`src/rtl/mem_arb_if.sv`:
```
// Bus bundle between the IF/MEM requesters, the arbiter and the byte-serial memory controller.
interface mem_arb_if #(
    parameter int ADDR_W = 32
);
    // Handshake: if_req/mm_req are levels held until the matching one-cycle ok pulse
    // (or until an IF flush); dn_req and dn_done are one-cycle pulses with no back-pressure.
    logic              if_req;
    logic [ADDR_W-1:0] if_addr;
    logic              if_flush;
    logic              if_ok;
    logic [31:0]       if_data;

    logic              mm_req;
    logic [ADDR_W-1:0] mm_addr;
    logic              mm_wr;
    logic [1:0]        mm_len;
    logic [31:0]       mm_wdata;
    logic              mm_ok;
    logic [31:0]       mm_rdata;

    logic              dn_req;
    logic [ADDR_W-1:0] dn_addr;
    logic              dn_wr;
    logic [1:0]        dn_len;
    logic [31:0]       dn_wdata;
    logic              dn_done;
    logic [31:0]       dn_rdata;

    logic              busy;
    logic              owner;
    logic [1:0]        state_dbg;

    modport master (
        output if_req, if_addr, if_flush, mm_req, mm_addr, mm_wr, mm_len, mm_wdata,
               dn_done, dn_rdata,
        input  if_ok, if_data, mm_ok, mm_rdata, dn_req, dn_addr, dn_wr, dn_len, dn_wdata,
               busy, owner, state_dbg
    );

    modport slave (
        input  if_req, if_addr, if_flush, mm_req, mm_addr, mm_wr, mm_len, mm_wdata,
               dn_done, dn_rdata,
        output if_ok, if_data, mm_ok, mm_rdata, dn_req, dn_addr, dn_wr, dn_len, dn_wdata,
               busy, owner, state_dbg
    );
endinterface

```
`src/rtl/mem_arb.sv`:
```
// Arbiter sharing one memory controller port between instruction fetch and load/store,
// MEM-first with a streak bound so IF cannot starve.
module mem_arb #(
    parameter int ADDR_W     = 32,
    parameter int STREAK_MAX = 4,
    parameter int STREAK_W   = 3
) (
    input logic       clk,
    input logic       rst_n,
    mem_arb_if.slave  bus
);

    typedef enum logic [1:0] {
        IDLE    = 2'd0,
        ISSUE   = 2'd1,
        WAIT_DN = 2'd2,
        RESP    = 2'd3
    } state_t;

    state_t              state;
    logic [STREAK_W-1:0] streak;
    logic                drop;

    logic                if_elig;
    logic                streak_full;
    logic                grant_mm;
    logic                grant_if;
    logic [ADDR_W-1:0]   grant_addr;
    logic [1:0]          grant_len;

    always_comb begin
        if_elig     = bus.if_req && !bus.if_flush;
        streak_full = (streak == STREAK_W'(STREAK_MAX));
        grant_mm    = 1'b0;
        grant_if    = 1'b0;
        if (state == IDLE) begin
            if (bus.mm_req && !(if_elig && streak_full)) begin
                grant_mm = 1'b1;
            end else if (if_elig) begin
                grant_if = 1'b1;
            end
        end
        grant_addr = grant_mm ? bus.mm_addr : bus.if_addr;
        // A 3-byte access is not supported downstream, so length 2 widens to a word.
        if (!grant_mm || bus.mm_len == 2'd2) begin
            grant_len = 2'd3;
        end else begin
            grant_len = bus.mm_len;
        end
    end

    // A flush in RESP must kill if_ok in the same cycle, so the pulse is decoded here.
    assign bus.if_ok     = (state == RESP) && !bus.owner && !drop && !bus.if_flush;
    assign bus.state_dbg = state;

    always_ff @(posedge clk) begin
        if (!rst_n) begin
            state        <= IDLE;
            streak       <= '0;
            drop         <= 1'b0;
            bus.mm_ok    <= 1'b0;
            bus.dn_req   <= 1'b0;
            bus.dn_wr    <= 1'b0;
            bus.busy     <= 1'b0;
            bus.owner    <= 1'b0;
            bus.dn_addr  <= '0;
            bus.dn_len   <= 2'd0;
            bus.dn_wdata <= 32'd0;
            bus.if_data  <= 32'd0;
            bus.mm_rdata <= 32'd0;
        end else begin
            bus.dn_req <= 1'b0;
            bus.mm_ok  <= 1'b0;

            if (bus.if_flush && !bus.owner && (state == ISSUE || state == WAIT_DN)) begin
                drop <= 1'b1;
            end

            case (state)
                IDLE: begin
                    if (grant_mm || grant_if) begin
                        state        <= ISSUE;
                        bus.dn_req   <= 1'b1;
                        bus.busy     <= 1'b1;
                        bus.owner    <= grant_mm;
                        bus.dn_addr  <= grant_addr;
                        bus.dn_len   <= grant_len;
                        bus.dn_wr    <= grant_mm && bus.mm_wr;
                        bus.dn_wdata <= grant_mm ? bus.mm_wdata : 32'd0;
                        if (grant_mm && if_elig) begin
                            if (!streak_full) begin
                                streak <= streak + STREAK_W'(1);
                            end
                        end else begin
                            streak <= '0;
                        end
                    end
                end
                ISSUE: begin
                    state <= WAIT_DN;
                end
                WAIT_DN: begin
                    if (bus.dn_done) begin
                        state <= RESP;
                        if (bus.owner) begin
                            bus.mm_ok    <= 1'b1;
                            bus.mm_rdata <= bus.dn_wr ? 32'd0 : bus.dn_rdata;
                        end else begin
                            bus.if_data <= bus.dn_rdata;
                        end
                    end
                end
                RESP: begin
                    state    <= IDLE;
                    bus.busy <= 1'b0;
                    drop     <= 1'b0;
                end
                default: begin
                    state <= IDLE;
                end
            endcase
        end
    end

endmodule

```
`src/flat_wrapper.sv`:
```
// flat-port wrapper written by rule: the top's interface ports become plain ports
module mem_arb_flat 
#(
    parameter int ADDR_W     = 32,
    parameter int STREAK_MAX = 4,
    parameter int STREAK_W   = 3
)
  (clk, rst_n, bus_if_req, bus_if_addr, bus_if_flush, bus_mm_req, bus_mm_addr, bus_mm_wr, bus_mm_len, bus_mm_wdata, bus_dn_done, bus_dn_rdata, bus_if_ok, bus_if_data, bus_mm_ok, bus_mm_rdata, bus_dn_req, bus_dn_addr, bus_dn_wr, bus_dn_len, bus_dn_wdata, bus_busy, bus_owner, bus_state_dbg);
  mem_arb_if #(.ADDR_W(ADDR_W)) bus_i ();
  input logic clk;
  input logic rst_n;
  input wire logic [$bits(bus_i.if_req)-1:0] bus_if_req;
  input wire logic [$bits(bus_i.if_addr)-1:0] bus_if_addr;
  input wire logic [$bits(bus_i.if_flush)-1:0] bus_if_flush;
  input wire logic [$bits(bus_i.mm_req)-1:0] bus_mm_req;
  input wire logic [$bits(bus_i.mm_addr)-1:0] bus_mm_addr;
  input wire logic [$bits(bus_i.mm_wr)-1:0] bus_mm_wr;
  input wire logic [$bits(bus_i.mm_len)-1:0] bus_mm_len;
  input wire logic [$bits(bus_i.mm_wdata)-1:0] bus_mm_wdata;
  input wire logic [$bits(bus_i.dn_done)-1:0] bus_dn_done;
  input wire logic [$bits(bus_i.dn_rdata)-1:0] bus_dn_rdata;
  output wire logic [$bits(bus_i.if_ok)-1:0] bus_if_ok;
  output wire logic [$bits(bus_i.if_data)-1:0] bus_if_data;
  output wire logic [$bits(bus_i.mm_ok)-1:0] bus_mm_ok;
  output wire logic [$bits(bus_i.mm_rdata)-1:0] bus_mm_rdata;
  output wire logic [$bits(bus_i.dn_req)-1:0] bus_dn_req;
  output wire logic [$bits(bus_i.dn_addr)-1:0] bus_dn_addr;
  output wire logic [$bits(bus_i.dn_wr)-1:0] bus_dn_wr;
  output wire logic [$bits(bus_i.dn_len)-1:0] bus_dn_len;
  output wire logic [$bits(bus_i.dn_wdata)-1:0] bus_dn_wdata;
  output wire logic [$bits(bus_i.busy)-1:0] bus_busy;
  output wire logic [$bits(bus_i.owner)-1:0] bus_owner;
  output wire logic [$bits(bus_i.state_dbg)-1:0] bus_state_dbg;
  assign bus_i.if_req = bus_if_req;
  assign bus_i.if_addr = bus_if_addr;
  assign bus_i.if_flush = bus_if_flush;
  assign bus_i.mm_req = bus_mm_req;
  assign bus_i.mm_addr = bus_mm_addr;
  assign bus_i.mm_wr = bus_mm_wr;
  assign bus_i.mm_len = bus_mm_len;
  assign bus_i.mm_wdata = bus_mm_wdata;
  assign bus_i.dn_done = bus_dn_done;
  assign bus_i.dn_rdata = bus_dn_rdata;
  assign bus_if_ok = bus_i.if_ok;
  assign bus_if_data = bus_i.if_data;
  assign bus_mm_ok = bus_i.mm_ok;
  assign bus_mm_rdata = bus_i.mm_rdata;
  assign bus_dn_req = bus_i.dn_req;
  assign bus_dn_addr = bus_i.dn_addr;
  assign bus_dn_wr = bus_i.dn_wr;
  assign bus_dn_len = bus_i.dn_len;
  assign bus_dn_wdata = bus_i.dn_wdata;
  assign bus_busy = bus_i.busy;
  assign bus_owner = bus_i.owner;
  assign bus_state_dbg = bus_i.state_dbg;
  mem_arb #(.ADDR_W(ADDR_W), .STREAK_MAX(STREAK_MAX), .STREAK_W(STREAK_W)) u_core (.clk(clk), .rst_n(rst_n), .bus(bus_i));
endmodule
```
`config.mk`:
```
export PLATFORM = sky130hd
export DESIGN_NAME = mem_arb_flat
export DESIGN_NICKNAME = d
export VERILOG_FILES = /design/src/rtl/mem_arb_if.sv /design/src/rtl/mem_arb.sv /design/src/flat_wrapper.sv
export SDC_FILE = /design/constraint.sdc
export NUM_CORES = 1
export LEC_CHECK = 0
export BUFFER_PORTS_ARGS = -buffer_cell sky130_fd_sc_hd__buf_2
export CELL_PAD_IN_SITES_DETAIL_PLACEMENT = 0
export CELL_PAD_IN_SITES_GLOBAL_PLACEMENT = 2
export CORE_ASPECT_RATIO = 2
export CORE_MARGIN = 3
export CORE_UTILIZATION = 22
export DETAILED_ROUTE_END_ITERATION = 16
export GPL_TIMING_DRIVEN = 0
export PLACE_DENSITY_LB_ADDON = 0.3
export SYNTH_ARGS = -nofsm -noshare
export SYNTH_HDL_FRONTEND = slang
export SYNTH_SLANG_ARGS = --single-unit
export TNS_END_PERCENT = 50
```
`constraint.sdc`:
```
create_clock -name clk -period 1.35 [get_ports clk]
set_input_delay 0.135 -clock clk [delete_from_list [all_inputs] [get_ports clk]]
set_output_delay 0.135 -clock clk [all_outputs]
set_load 0.03 [all_outputs]
```
==> results_dict.tcl, run 1 <==
set metrics [dict create \
    holdCritPathClass "primary input to register" \
    worstPathRequired_ns 1.73 \
    tightest_slew_ns 0.651 \
    grt_usage 0.168 \
    clk_latency_ns 0.43 \
    cp_max_fo 7 \
    dieArea_mm2 0.0251 \
    multi_input_area_mm2 0.00236 \
    place_area_mm2 0.00702 \
    crit_chain "inv_4 > ha_4 > nand2_4 > nor4_4 > buf_6 > clkbuf_16 > a22o_1" \
    fin_crit_ns 1.52 \
    total_power_mw 17.6 \
    cts_tree "done" \
    io-pin-count 275 \
    grt_pass1_vias 6164 \
    core_mm2 0.0227 \
    final_layout_size_suffix_gt1_frac 0.420 \
    place.gp.congestion 0.767 \
    max_stage_delay_ns 0.37 \
    synth_warnings 0 \
    final_common_cell "buf_2" \
    stdcell_count 1294 \
    die_h_um 221 \
    maxSlewViolCount 0 \
    endpoint_kind "register" \
    io_buffers 273 \
    grt_overflow_total 0 \
    power-per-cell-area_mw_per_mm2 1870 \
    fin_crit_sh 1.13 \
    setup-violations-final 132 \
    dr.first_iter.drc_count 145 \
    maxSlewHeadroom 0.566 \
    rsz0062_at_grt "true" \
    initial_core_util 0.224 \
    cts_buffers 17 \
    final_util 0.414 \
    layout.nets 1143 \
    row_count 78 \
    syn_avg_cell_area_um2 9.00 \
    status "finished, violations left" \
    seqCellArea_mm2 0.00283 \
    htree_num_levels 4 \
    synth-seq-area-share 0.555 \
    fin_area_mm2 0.00942 \
    post-place-ws_ns -0.420 \
    drc_errors 0 \
    wl_met3_um 1240 \
    crit_slowest_cell "dfxtp_4" \
    failed_checks "setup timing" \
    topRoutingLayerUsed "met4" \
    fmax_mhz 656 \
    synth.ff_latch_count 141 \
    antenna_found_initial 0 \
    first_pass_iters 6 \
    cts_sinks 141 \
    hpwl_um 15700 \
    via_count 5812 \
    critPathArrivalTime_ns 1.90 \
    antenna_cells 0 \
    synth_cell_types 34 \
    grt_max_degree 17 \
    synthCells 565 \
    final_cell_mix "buf_2 (276), dfxtp_1 (137), dlygate4sd3_1 (131)" \
    path_clk_slew_ns 0.06 \
    clock_skew_ns 0.00655 \
    dpl.cell_count 1118 \
    area_growth_syn_to_layout_pct 85.4 \
    met2_length_um 12300 \
    fillCellCount 2275 \
    tns_ns -14.94 \
    cts_buffer_depth 2 \
    met1Wirelength_um 7510 \
    start_kind "register" \
    critPathTopFamily "buffers and inverters" \
    max_cap_viol_count 0 \
    root_buffer "clkbuf_16" \
    grt_pass1_wl_um 32500 \
    synth_nets 707 \
    hold_slack_ns 0.0575 \
    cp.depth 7 \
    critical_path_class "register to register" \
    setup_ws_ns -0.174 \
    leakagePower_nw 4.29 \
    final_hold_viol_count 0 \
    whs_path_depth 3 \
    die_x_um 113 \
    via_per_inst 4.49 \
    avgRoutedWirePerCell_um 16.9 \
    route.antenna.remaining_nets 0 \
    peakVddDrop_v 0.000936 \
    ff2ff_path_depth 7 \
    wl_um 21800 \
    synth_area_mm2 0.00508 \
    crit_buf_inv 3 \
]
## synthesized netlist by cell type
| library cell | instances | area, µm² |
|---|---|---|
| a31o_2 | 1 | 8.76 |
| nor4_4 | 1 | 21.3 |
| o21ai_0 | 33 | 165 |
| inv_1 | 6 | 22.5 |
| clkbuf_1 | 20 | 75.1 |
| nand4_1 | 2 | 12.5 |
| ha_1 | 5 | 62.6 |
| o22ai_1 | 1 | 6.26 |
| nor2b_2 | 1 | 8.76 |
| o221a_2 | 1 | 11.3 |
| a21oi_1 | 99 | 495 |
| nor3b_1 | 1 | 7.51 |
| inv_2 | 2 | 7.51 |
| a2bb2oi_1 | 1 | 8.76 |
| a31oi_1 | 3 | 18.8 |
| clkbuf_2 | 2 | 10.0 |
| o21ai_4 | 1 | 16.3 |
| dfxtp_1 | 141 | 2820 |
| a31oi_2 | 1 | 12.5 |
| nor3_1 | 3 | 15.0 |
| a22o_1 | 32 | 280 |
| buf_6 | 3 | 33.8 |
| nor4b_1 | 1 | 8.76 |
| buf_2 | 18 | 90.1 |
| o31ai_1 | 2 | 15.0 |
| nor2_1 | 39 | 146 |
| o32a_1 | 1 | 10.0 |
| and2_1 | 1 | 6.26 |
| nand4b_1 | 1 | 8.76 |
| nand3_1 | 3 | 15.0 |
| o21a_1 | 1 | 7.51 |
| nand2_1 | 102 | 383 |
| a22oi_1 | 33 | 248 |
| buf_4 | 3 | 22.5 |
## worst register-to-register path, cell delays in order (launching register included)
cell and delay [ns]:
dfxtp_4 0.37, inv_4 0.08, ha_4 0.18, nand2_4 0.08, nor4_4 0.27, buf_6 0.21
clkbuf_16 0.17, a22o_1 0.12
## state kept, by name, indices dropped and copies added, names as in the netlist
signal / count
u_core.bus.dn_addr: 32
u_core.bus.dn_wdata: 32
u_core.bus.if_data: 32
u_core.bus.mm_rdata: 32
u_core.streak: 3
u_core.bus.dn_len: 2
u_core.bus.state_dbg: 2
u_core.bus.busy: 1
u_core.bus.dn_req: 1
u_core.bus.dn_wr: 1
u_core.bus.mm_ok: 1
u_core.bus.owner: 1
u_core.drop: 1
## routing by layer
metal,vias up,track usage
met5,-,0
met4,0,0.0807
met3,41,0.0476
met2,211,0.322
met1,2702,0.157
li1,2858,-
## area by class of cell
cell class	instances	area share
Buffer	45	0.0426
Clock buffer	23	0.0518
Clock inverter	9	0.0113
Inverter	8	0.00372
Multi-Input combinational cell	370	0.250
Sequential cell	141	0.301
Tap cell	280	0.0372
Timing Repair Buffer	418	0.303
## power breakdown
part | leakage [nW] | switching (mW) | internal [mW]
logic | 2.84 | 4.56 | 2.80
clock network | 0.294 | 1.90 | 2.92
registers | 1.15 | 0.477 | 4.97
total | 4.29 | 6.94 | 10.7
## cell families (layout without fill, tap and decap cells)
family / Yosys count / in the layout / share of synthesized area
flops: 141 / 141 / 0.555
buf+inv: 54 / 503 / 0.0514
compound gates: 210 / 210 / 0.256
fa+ha+maj: 5 / 5 / 0.0123
simple gates: 155 / 155 / 0.125
## final timing paths
kind                           startpoint                 endpoint  slack [ns]
setup / recovery  u_core.bus.state_dbg[0]  u_core.bus.mm_rdata[14]       -0.17
hold / removal                      rst_n    u_core.bus.dn_addr[1]        0.06
setup reg to reg  u_core.bus.state_dbg[0]  u_core.bus.mm_rdata[14]       -0.17
hold reg to reg    u_core.bus.if_data[15]   u_core.bus.if_data[15]        0.45
## timing repair
action	in CTS	in global routing
buffers inserted	4	3
gates cloned	0	7
endpoints found under the setup margin	135	134
endpoints found under the hold margin	131	0
pin swaps	9	28
hold buffers	131	0
gates resized for setup	42	61
Power figures use the tool's default switching activity.
==> inputs of run 2 (changes only) <==
--- a/config.mk
+++ b/config.mk
@@ -5,6 +5,7 @@
 export SDC_FILE = /design/constraint.sdc
 export NUM_CORES = 1
 export LEC_CHECK = 0
+export ABC_AREA = 1
 export BUFFER_PORTS_ARGS = -buffer_cell sky130_fd_sc_hd__buf_2
 export CELL_PAD_IN_SITES_DETAIL_PLACEMENT = 0
 export CELL_PAD_IN_SITES_GLOBAL_PLACEMENT = 2
==> run 2 against run 1 <==
The flow still finishes with violations (setup timing). Clock power increased by 1%. Synthesized cell count increased by 39%. Core utilization decreased by 3.7 points. Global-route usage grew 0.59 points. Via count up 12%. Setup slack better by 0.084 ns. Count of clock-buffer cells in the layout unchanged. Critical path type is now register to primary output. Highest routed layer unchanged.
==> results_dict.tcl, run 2 <==
set metrics [dict create \
    synth_area_mm2 0.00580 \
    cts_sinks 141 \
    fin_crit_sh 1.07 \
    fin_area_mm2 0.00977 \
    antenna_found_initial 2 \
    tightest_slew_ns 0.643 \
    grt_pass1_wl_um 37900 \
    status "finished, violations left" \
    avgRoutedWirePerCell_um 16.3 \
    total_power_mw 17.8 \
    synth.ff_latch_count 141 \
    synth.most_common_cell "dfxtp_1" \
    final_cell_mix "buf_2 (280), dfxtp_1 (136), nor2_1 (113)" \
    start_kind "register" \
    grt_max_degree 17 \
    synth_area_leaders "dfxtp_1 (49%), nor2_1 (9.0%), nand3_1 (8.8%)" \
    synth_top_area_share 0.487 \
    htree_num_levels 4 \
    cts_buffer_depth 2 \
    final_common_cell "buf_2" \
    holdCritPathClass "primary input to register" \
    critical_path_class "register to primary output" \
    rsz0062_at_grt "true" \
    place_area_mm2 0.00763 \
    yosys.area.top_type "dfxtp_1" \
    io-pin-count 275 \
    core_mm2 0.0259 \
    fmax_mhz 694 \
    endpoint_kind "primary output" \
    first_pass_iters 4 \
    power-per-cell-area_mw_per_mm2 1820 \
    cp_max_fo 6 \
    via_count 6510 \
    wl_um 24800 \
    synth-seq-area-share 0.487 \
    synth_edf_count 0 \
    final_hold_viol_count 0 \
    max_cap_viol_count 0 \
    grt_usage 0.174 \
    syn_avg_cell_area_um2 7.38 \
    clk_latency_ns 0.43 \
    maxSlewViolCount 0 \
    synth_nets 928 \
    setup_ws_ns -0.0905 \
    ys.flop_type "dfxtp_1" \
    final_layout_size_suffix_gt1_frac 0.393 \
    cts_tree "done" \
    tns_ns -2.79 \
    area_growth_syn_to_layout_pct 68.5 \
    synthCells 786 \
    clock_skew_ns 0.00639 \
    drc_errors 0 \
    place.gp.congestion 0.780 \
    synth_warnings 0 \
    root_buffer "clkbuf_16" \
    crit_slowest_cell "dfxtp_2" \
    fin_crit_ns 1.44 \
    initial_core_util 0.224 \
    die_h_um 236 \
    cts_buffers 17 \
    synth-async-reset-ratio 0 \
    route.antenna.remaining_nets 0 \
    layout.nets 1307 \
    dr.first_iter.drc_count 197 \
    io_buffers 274 \
    grt_overflow_total 0 \
    die_x_um 121 \
    grt_pass1_vias 6786 \
    worstPathRequired_ns 1.22 \
    critPathArrivalTime_ns 1.31 \
    dieArea_mm2 0.0285 \
    row_count 83 \
    crit_chain "inv_1 > nand3_2 > nor2_2 > buf_6" \
    via_per_inst 4.28 \
    hold_slack_ns 0.0294 \
    hpwl_um 18900 \
    maxSlewHeadroom 0.571 \
    leakagePower_nw 4.71 \
    synth_cell_types 26 \
    setup-violations-final 86 \
    max_stage_delay_ns 0.49 \
    failed_checks "setup timing" \
    path_clk_slew_ns 0.06 \
    synth_commonest_cells "dfxtp_1 (141), nor2_1 (139), nand2_1 (108), nand3_1 (102), o21ai_0 (94)" \
    post-place-ws_ns -0.524 \
    peakVddDrop_v 0.000970 \
]
run 2: final timing paths:
kind | startpoint | to | slack [ns] | cells after the start
hold / removal | bus_mm_addr[13] | u_core.bus.dn_addr[13] | 0.03 | 5
setup / recovery | u_core.bus.owner | bus_if_ok | -0.09 | 4
hold reg to reg | u_core.bus.dn_wdata[18] | u_core.bus.dn_wdata[18] | 0.46 | 2
setup reg to reg | u_core.bus.state_dbg[0] | u_core.bus.dn_len[0] | -0.07 | 8
run 2: per-stage QoR:
step / utilization / cells
finish: 0.378 / 1520
global route: 0.378 / 1520
CTS: 0.365 / 1512
detailed placement: 0.295 / 1400
global placement: 0.295 / 1400
floorplan: - / 786
run 2: cell type report:
type	instances	area, µm²
antenna	2	5.00
clock buffer	23	499
multi-input combinational	536	2830
sequential	141	2830
tap	340	425
buffer	60	572
inverter	49	209
fill	2807	16100
timing repair buffer	360	2280
clock inverter	9	106
run 2: timing repair:
item	in CTS	in global routing
gates resized for setup	113	91
buffers inserted	11	3
setup endpoints to repair	137	135
pin swaps	16	6
gates cloned	1	3
hold endpoints to repair	100	0
hold buffers	68	0
run 2: worst max-delay path, delay by kind of cell, from the launching register on:
| family | cells | cell delay (ns) |
|---|---|---|
| AND/OR/NAND/NOR | 2 | 0.13 |
| flip-flops | 1 | 0.49 |
| buffers and inverters | 2 | 0.25 |
run 2: where the power goes:
part / total [mW] / internal [mW] / switching [mW] / leakage [nW]
Sequential: 5.45 / 4.99 / 0.466 / 1.15
Clock: 4.87 / 2.97 / 1.90 / 0.291
Combinational: 7.47 / 2.78 / 4.69 / 3.27
run 2: metal layers:
metal	wire, µm	GRT usage	up-vias
met5	0	0	-
met4	734	0.0671	0
met3	1220	0.0397	30
met2	14300	0.352	189
met1	8520	0.162	2964
li1	-	-	3327
run 2: cell families (layout without fill, tap and decap cells):
family | count (synthesis) | in the layout | share of synthesized area
adders and majority gates | 5 | 5 | 0.0108
xor gates and xnor gates | 1 | 1 | 0.00151
DFF | 141 | 141 | 0.487
AOI/OAI and AO/OA | 173 | 173 | 0.152
and+or+nand+nor | 357 | 357 | 0.260
buffers and inverters | 109 | 501 | 0.0891
other | 0 | 2 | 0
